--- config.mk ---
export PLATFORM = sky130hd
export DESIGN_NAME = axi_cmd_master
export DESIGN_NICKNAME = d
export VERILOG_FILES = /design/src/rtl/axi_cmd_master.sv
export SDC_FILE = /design/constraint.sdc
export NUM_CORES = 1
export LEC_CHECK = 0
export CAP_MARGIN = 40
export CORE_MARGIN = 5
export CORE_UTILIZATION = 43
export CTS_CLUSTER_SIZE = 25
export DETAILED_ROUTE_END_ITERATION = 16
export GPL_ROUTABILITY_DRIVEN = 0
export HOLD_SLACK_MARGIN = 0.03
export PLACE_DENSITY = 0.92
export SYNTH_ARGS = -nofsm -noshare
export SYNTH_HDL_FRONTEND = slang
export SYNTH_SLANG_ARGS = --single-unit
--- constraint.sdc ---
create_clock -name clk -period 4.07 [get_ports clk]
set_input_delay 0.407 -clock clk [delete_from_list [all_inputs] [get_ports clk]]
set_output_delay 0.407 -clock clk [all_outputs]
set_load 0.01 [all_outputs]
--- src/rtl/axi_cmd_master.sv ---
// axi_cmd_master: single-outstanding bridge from a cmd/rsp handshake to single-beat AXI
// write (AW+W->B) and read (AR->R) transactions, with an optional per-phase timeout.
module axi_cmd_master #(
  parameter logic [3:0] AXI_ID = 4'h0,
  parameter int TIMEOUT = 256
) (
  input  logic        clk,
  input  logic        areset,
  input  logic        cmd_valid_i,
  output logic        cmd_ready_o,
  input  logic        cmd_we_i,
  input  logic [31:0] cmd_addr_i,
  input  logic [31:0] cmd_wdata_i,
  input  logic [3:0]  cmd_wstrb_i,
  output logic        rsp_valid_o,
  input  logic        rsp_ready_i,
  output logic [31:0] rsp_rdata_o,
  output logic [1:0]  rsp_resp_o,
  output logic [3:0]  awid_o,
  output logic [31:0] awaddr_o,
  output logic        awvalid_o,
  input  logic        awready_i,
  output logic [3:0]  wid_o,
  output logic [31:0] wdata_o,
  output logic [3:0]  wstrb_o,
  output logic        wlast_o,
  output logic        wvalid_o,
  input  logic        wready_i,
  output logic [3:0]  arid_o,
  output logic [31:0] araddr_o,
  output logic        arvalid_o,
  input  logic        arready_i,
  input  logic [3:0]  rid_i,
  input  logic [31:0] rdata_i,
  input  logic        rlast_i,
  input  logic        rvalid_i,
  output logic        rready_o,
  input  logic [3:0]  bid_i,
  input  logic [1:0]  bresp_i,
  input  logic        bvalid_i,
  output logic        bready_o
);
  typedef enum logic [2:0] {IDLE, WR_REQ, WR_RESP, RD_REQ, RD_DATA, RSP} state_t;
  state_t state, state_nx;
  logic aw_done, w_done, aw_hs, w_hs, wr_req_done, expire;
  logic [15:0] cnt;
  logic [31:0] addr, rdata_nx;
  logic [1:0] resp_nx;
  logic unused_rlast;
  assign unused_rlast = rlast_i;
  assign awid_o = AXI_ID;
  assign wid_o = AXI_ID;
  assign arid_o = AXI_ID;
  assign awaddr_o = addr;
  assign araddr_o = addr;
  assign cmd_ready_o = state == IDLE;
  assign awvalid_o = state == WR_REQ && !aw_done;
  assign wvalid_o = state == WR_REQ && !w_done;
  assign wlast_o = wvalid_o;
  assign bready_o = state == WR_RESP;
  assign arvalid_o = state == RD_REQ;
  assign rready_o = state == RD_DATA;
  assign rsp_valid_o = state == RSP;
  assign aw_hs = awvalid_o & awready_i;
  assign w_hs = wvalid_o & wready_i;
  assign wr_req_done = (aw_done | aw_hs) & (w_done | w_hs);
  // completion on the final allowed cycle wins over the abort
  assign expire = TIMEOUT != 0 && cnt == 16'(TIMEOUT - 1);
  always_comb begin
    state_nx = state;
    resp_nx = rsp_resp_o;
    rdata_nx = rsp_rdata_o;
    case (state)
      IDLE:    state_nx = cmd_valid_i ? (cmd_we_i ? WR_REQ : RD_REQ) : IDLE;
      WR_REQ:  state_nx = wr_req_done ? WR_RESP : (expire ? RSP : WR_REQ);
      WR_RESP: state_nx = bvalid_i || expire ? RSP : WR_RESP;
      RD_REQ:  state_nx = arready_i ? RD_DATA : (expire ? RSP : RD_REQ);
      RD_DATA: state_nx = rvalid_i || expire ? RSP : RD_DATA;
      RSP:     state_nx = rsp_ready_i ? IDLE : RSP;
      default: state_nx = IDLE;
    endcase
    if (state == WR_RESP && bvalid_i) begin
      resp_nx = bid_i == AXI_ID ? bresp_i : 2'b10;
      rdata_nx = '0;
    end else if (state == RD_DATA && rvalid_i) begin
      resp_nx = rid_i == AXI_ID ? 2'b00 : 2'b10;
      rdata_nx = rdata_i;
    end else if (state != IDLE && state != RSP && state_nx == RSP) begin
      resp_nx = 2'b11;
      rdata_nx = '0;
    end
  end
  always_ff @(posedge clk or negedge areset) begin
    if (!areset) begin
      state <= IDLE;
      cnt <= '0;
      aw_done <= 1'b0;
      w_done <= 1'b0;
      addr <= '0;
      wdata_o <= '0;
      wstrb_o <= '0;
      rsp_rdata_o <= '0;
      rsp_resp_o <= 2'b00;
    end else begin
      state <= state_nx;
      cnt <= state_nx != state ? 16'd0 : cnt + 16'd1;
      aw_done <= state_nx == WR_REQ && (aw_done | aw_hs);
      w_done <= state_nx == WR_REQ && (w_done | w_hs);
      rsp_rdata_o <= rdata_nx;
      rsp_resp_o <= resp_nx;
      if (state == IDLE && cmd_valid_i) begin
        addr <= cmd_addr_i;
        wdata_o <= cmd_wdata_i;
        wstrb_o <= cmd_wstrb_i;
      end
    end
  end
endmodule

==> results.md <==
- Relative slew slack: a little over two fifths
- Seq pwr share: around a third
- Share of power burned in combinational logic: 45.5%
- Clock network power share: a little under a quarter
- Reg-to-reg critical path startpoint: state[0]
- Number of H-tree levels: 4
- Post-synth EDFFs: 0
- Max Freq: 387.1 MHz
- Unrepaired setup endpoints after global routing: no
- Vias in the first global route: 4469
- M3 GR Usage: 4.921%
- VDD IR max: between 0.2 and 0.3 mV
- Final WL: 15.87 mm
- Layout area overhead: 57.23%
- Top cells by area, synth: dfrtp_1, mux2_2, buf_4
- Num CTS Buffers: 17
- Vias per inst: ~5
- Layout cells sized above 1: approximately a fifth
- CP Capture Type: flip-flop
- Iteration-0 DRC count of the detailed router: 270
- CP max FO: 34
- Initial Utilization: between 40% and 50%
- Most Crowded Layer GR: met2
- Worst clock skew: 0.01009 ns
- Minimum clock period: between 2 and 3 ns
- DIE HEIGHT: around 120 µm
- Final Hold Vio Count: 0
- DRC: 0
- Syn avg cell area: about 13 µm²
- GRT Total Usage: between 20 and 25%
- Yosys warnings: 0
- P_sw: between 0.002 and 0.0025 W
- Post-synthesis register bit count: between 100 and 150
- N_diodes: 0
- Core Rows: 41
- Leak: 3.545 nW
- Met2 usage: 39.26%
- Largest area contributor in the netlist: dfrtp_1
- Power Density: approximately 790 nW/µm²
- Placed Area: 7868 µm²
- Post-DP HPWL: 12.04 mm
- Grt total ovfl: 0
- Outcome: completed
- Area of the core: 12470 µm²
- Ports: between 200 and 300
- Clk slew on worst S/H paths: 0.06 ns
- Int Pwr: roughly 0.0045 W
- M1 GR Usage: 21.67%
- Vias: approximately 4200
- TNS Setup: 0 ns
- Root buffer selected by CTS: clkbuf_16
- Clock latency on the worst-skew pair: around 0.40 ns
- Flop2flop setup slack: between 1 and 1.5 ns
- Initial antenna violation count: 0
- DRT Pass-1 Iters: 4
- Largest net degree at the start of global routing: 70
- Async SR Flop Fraction: 100.0%
- Top cell type's share of synthesized area: 57.02%
- Seq/Total Area, Yosys: 57.02%
- MaxCap Viol Count: 0
- Final nets: about 770
- Crit path required time: between 4 and 5 ns
- Wire length per cell: approximately 19 µm
- Worst-Margin Slew: 0.8614 ns
- Gate Count Post-Synth: a little over 400
- Fin crit share: around 63%
- Setup violations, final: 0
- Worst setup SP type: flip-flop
- CTS sink cnt: ~120
- WS Path Type: flip-flop to flip-flop
- Reg-to-reg endpoint: rsp_resp_o[1]
- R2r worst-path depth: 7
- Dominant synthesized flop cell: dfrtp_1
- IO buf count: between 200 and 300
- CTS tree: yes
- Hold Crit Class: input pin to async pin
- Global-route wire length before repair: ~24 mm
- ANT nets after route: 0
- Sw Ratio: approximately a third
- Die Area: roughly 15000 µm²
- Yosys cell types: 48
- Pins over their slew limit: 0
- Design area: around 8500 µm²
- Die Wd: around 120 µm
- Clk buf depth: 2
- Cell area after synthesis: between 5000 and 6000 µm²
- Data arrival, critical path: 2.87 ns
[worst max path at each step]
stage                     slack, ns  cells after the start      from             to
after floorplan                2.17                      8    cnt[0]        cnt[12]
after global placement         1.57                      8  rvalid_i  rsp_resp_o[1]
after detailed placement       1.46                      8  rvalid_i  rsp_resp_o[1]
after CTS                      1.50                      3  state[0]        wlast_o
after global routing           1.36                      7  state[0]  rsp_resp_o[1]
final                          1.49                      7  state[0]  rsp_resp_o[1]
[critical path: stages (launching register included)]
cell      delay, ns
dfrtp_1        0.73
and4bb_1       0.25
buf_4          0.24
nor2_4         0.18
nand3_1        0.16
o21ai_2        0.17
buf_4          0.34
mux2_2         0.38
[cells by family after synthesis]
kind of cell,Yosys count,share of synthesized area (%)
and+or+nand+nor,75,8.391
muxes,70,14.58
xor gates and xnor gates,14,2.272
adders and majority gates,1,0.2318
buffers and inverters,73,8.971
DFF,123,57.02
AOI/OAI and AO/OA,54,8.461
other,1,0.06947
[final cells by class]
type	count	area [µm²]
inverters	8	30.03
fillers	858	3979
well taps	172	215.2
clock inverters	13	166.4
repair buffers	267	2678
flip-flops and latches	123	3078
clock buffers	19	442.9
multi-input cells	226	1877
[state kept, by name, indices dropped and copies added (netlist names)]
register,cells
araddr_o,32
aw_done,1
cnt,16
rsp_rdata_o,32
rsp_resp_o,2
state,3
w_done,1
wdata_o,32
wstrb_o,4
[timing repair]
action | 4_1_cts | 5_1_grt
hold buffers | 1 | 0
hold endpoints to repair | 13 | 0
setup buffers | 0 | 0
resized for setup | 0 | 0
[metal layers]
layer	up-vias	wire [µm]
met1	2062	5505
met2	190	8886
met5	-	0
li1	1866	-
met4	0	566
met3	37	910
[power groups by stage]
| stage | registers (W) | logic [W] | clock network (W) |
|---|---|---|---|
| finish | 0.00210 | 0.00305 | 0.00155 |
| global route | 0.00218 | 0.00321 | 0.00162 |
| CTS | 0.00211 | 0.00309 | 0.00157 |
| detailed placement | 0.00212 | 0.00308 | 0 |
| global placement | 0.00207 | 0.00299 | 0 |
| floorplan | 0.00225 | 0.00144 | 0 |
[cells in the mapped netlist, types with 2 or more instances]
cell      count
a31oi_1       2
clkbuf_1      3
nand4_1       4
nand2_1       9
xor2_1        8
dfrtp_1     123
a21o_1        2
nor2_2       10
nand2b_1      2
xnor2_1       6
nor3_1        6
o21ai_0       2
and3_1        2
nand3_1       7
nor4_1        3
a21oi_1       5
a22o_1       32
buf_4        49
nor3b_1       3
nor2_1       17
inv_1         8
a211oi_1      2
a22oi_1       2
mux2_2       69
buf_2        12
[cells in the final DEF (no fill, tap or decap), types with 2 or more instances in the layout]
master,Yosys,layout
inv_1,8,8
bufinv_16,0,3
a211oi_1,2,2
nor3b_1,3,3
a21oi_1,5,5
nor2_2,10,10
clkinv_2,0,2
clkbuf_16,0,17
o21ai_0,2,2
clkinvlp_4,0,3
mux2_2,69,69
buf_4,49,5
a31oi_1,2,2
a22oi_1,2,2
conb_1,1,12
nor4_1,3,3
xnor2_1,6,6
nand2b_1,2,2
and3_1,2,2
dfrtp_1,123,123
xor2_1,8,8
nand2_1,9,9
clkinv_4,0,3
a22o_1,32,32
clkdlybuf4s50_1,0,260
nand4_1,4,4
a21o_1,2,2
inv_6,0,2
nand3_1,7,7
nor3_1,6,6
nor2_1,17,17
[stage by stage]
step                      std cells  setup slack, ns  hold slack, ns  util [%]  power (W)
after floorplan                 422            2.169          0.1114         -   0.003688
after global routing            828            1.356          0.4071     68.08   0.007017
after detailed placement        795            1.462          0.2744     63.11   0.005197
after global placement          794            1.566          0.4757     62.89   0.005056
after CTS                       828            1.499          0.3985     68.08   0.006772
final                           828            1.487          0.4062     68.08   0.006699
Note: power is estimated with default switching activity, not from simulation.
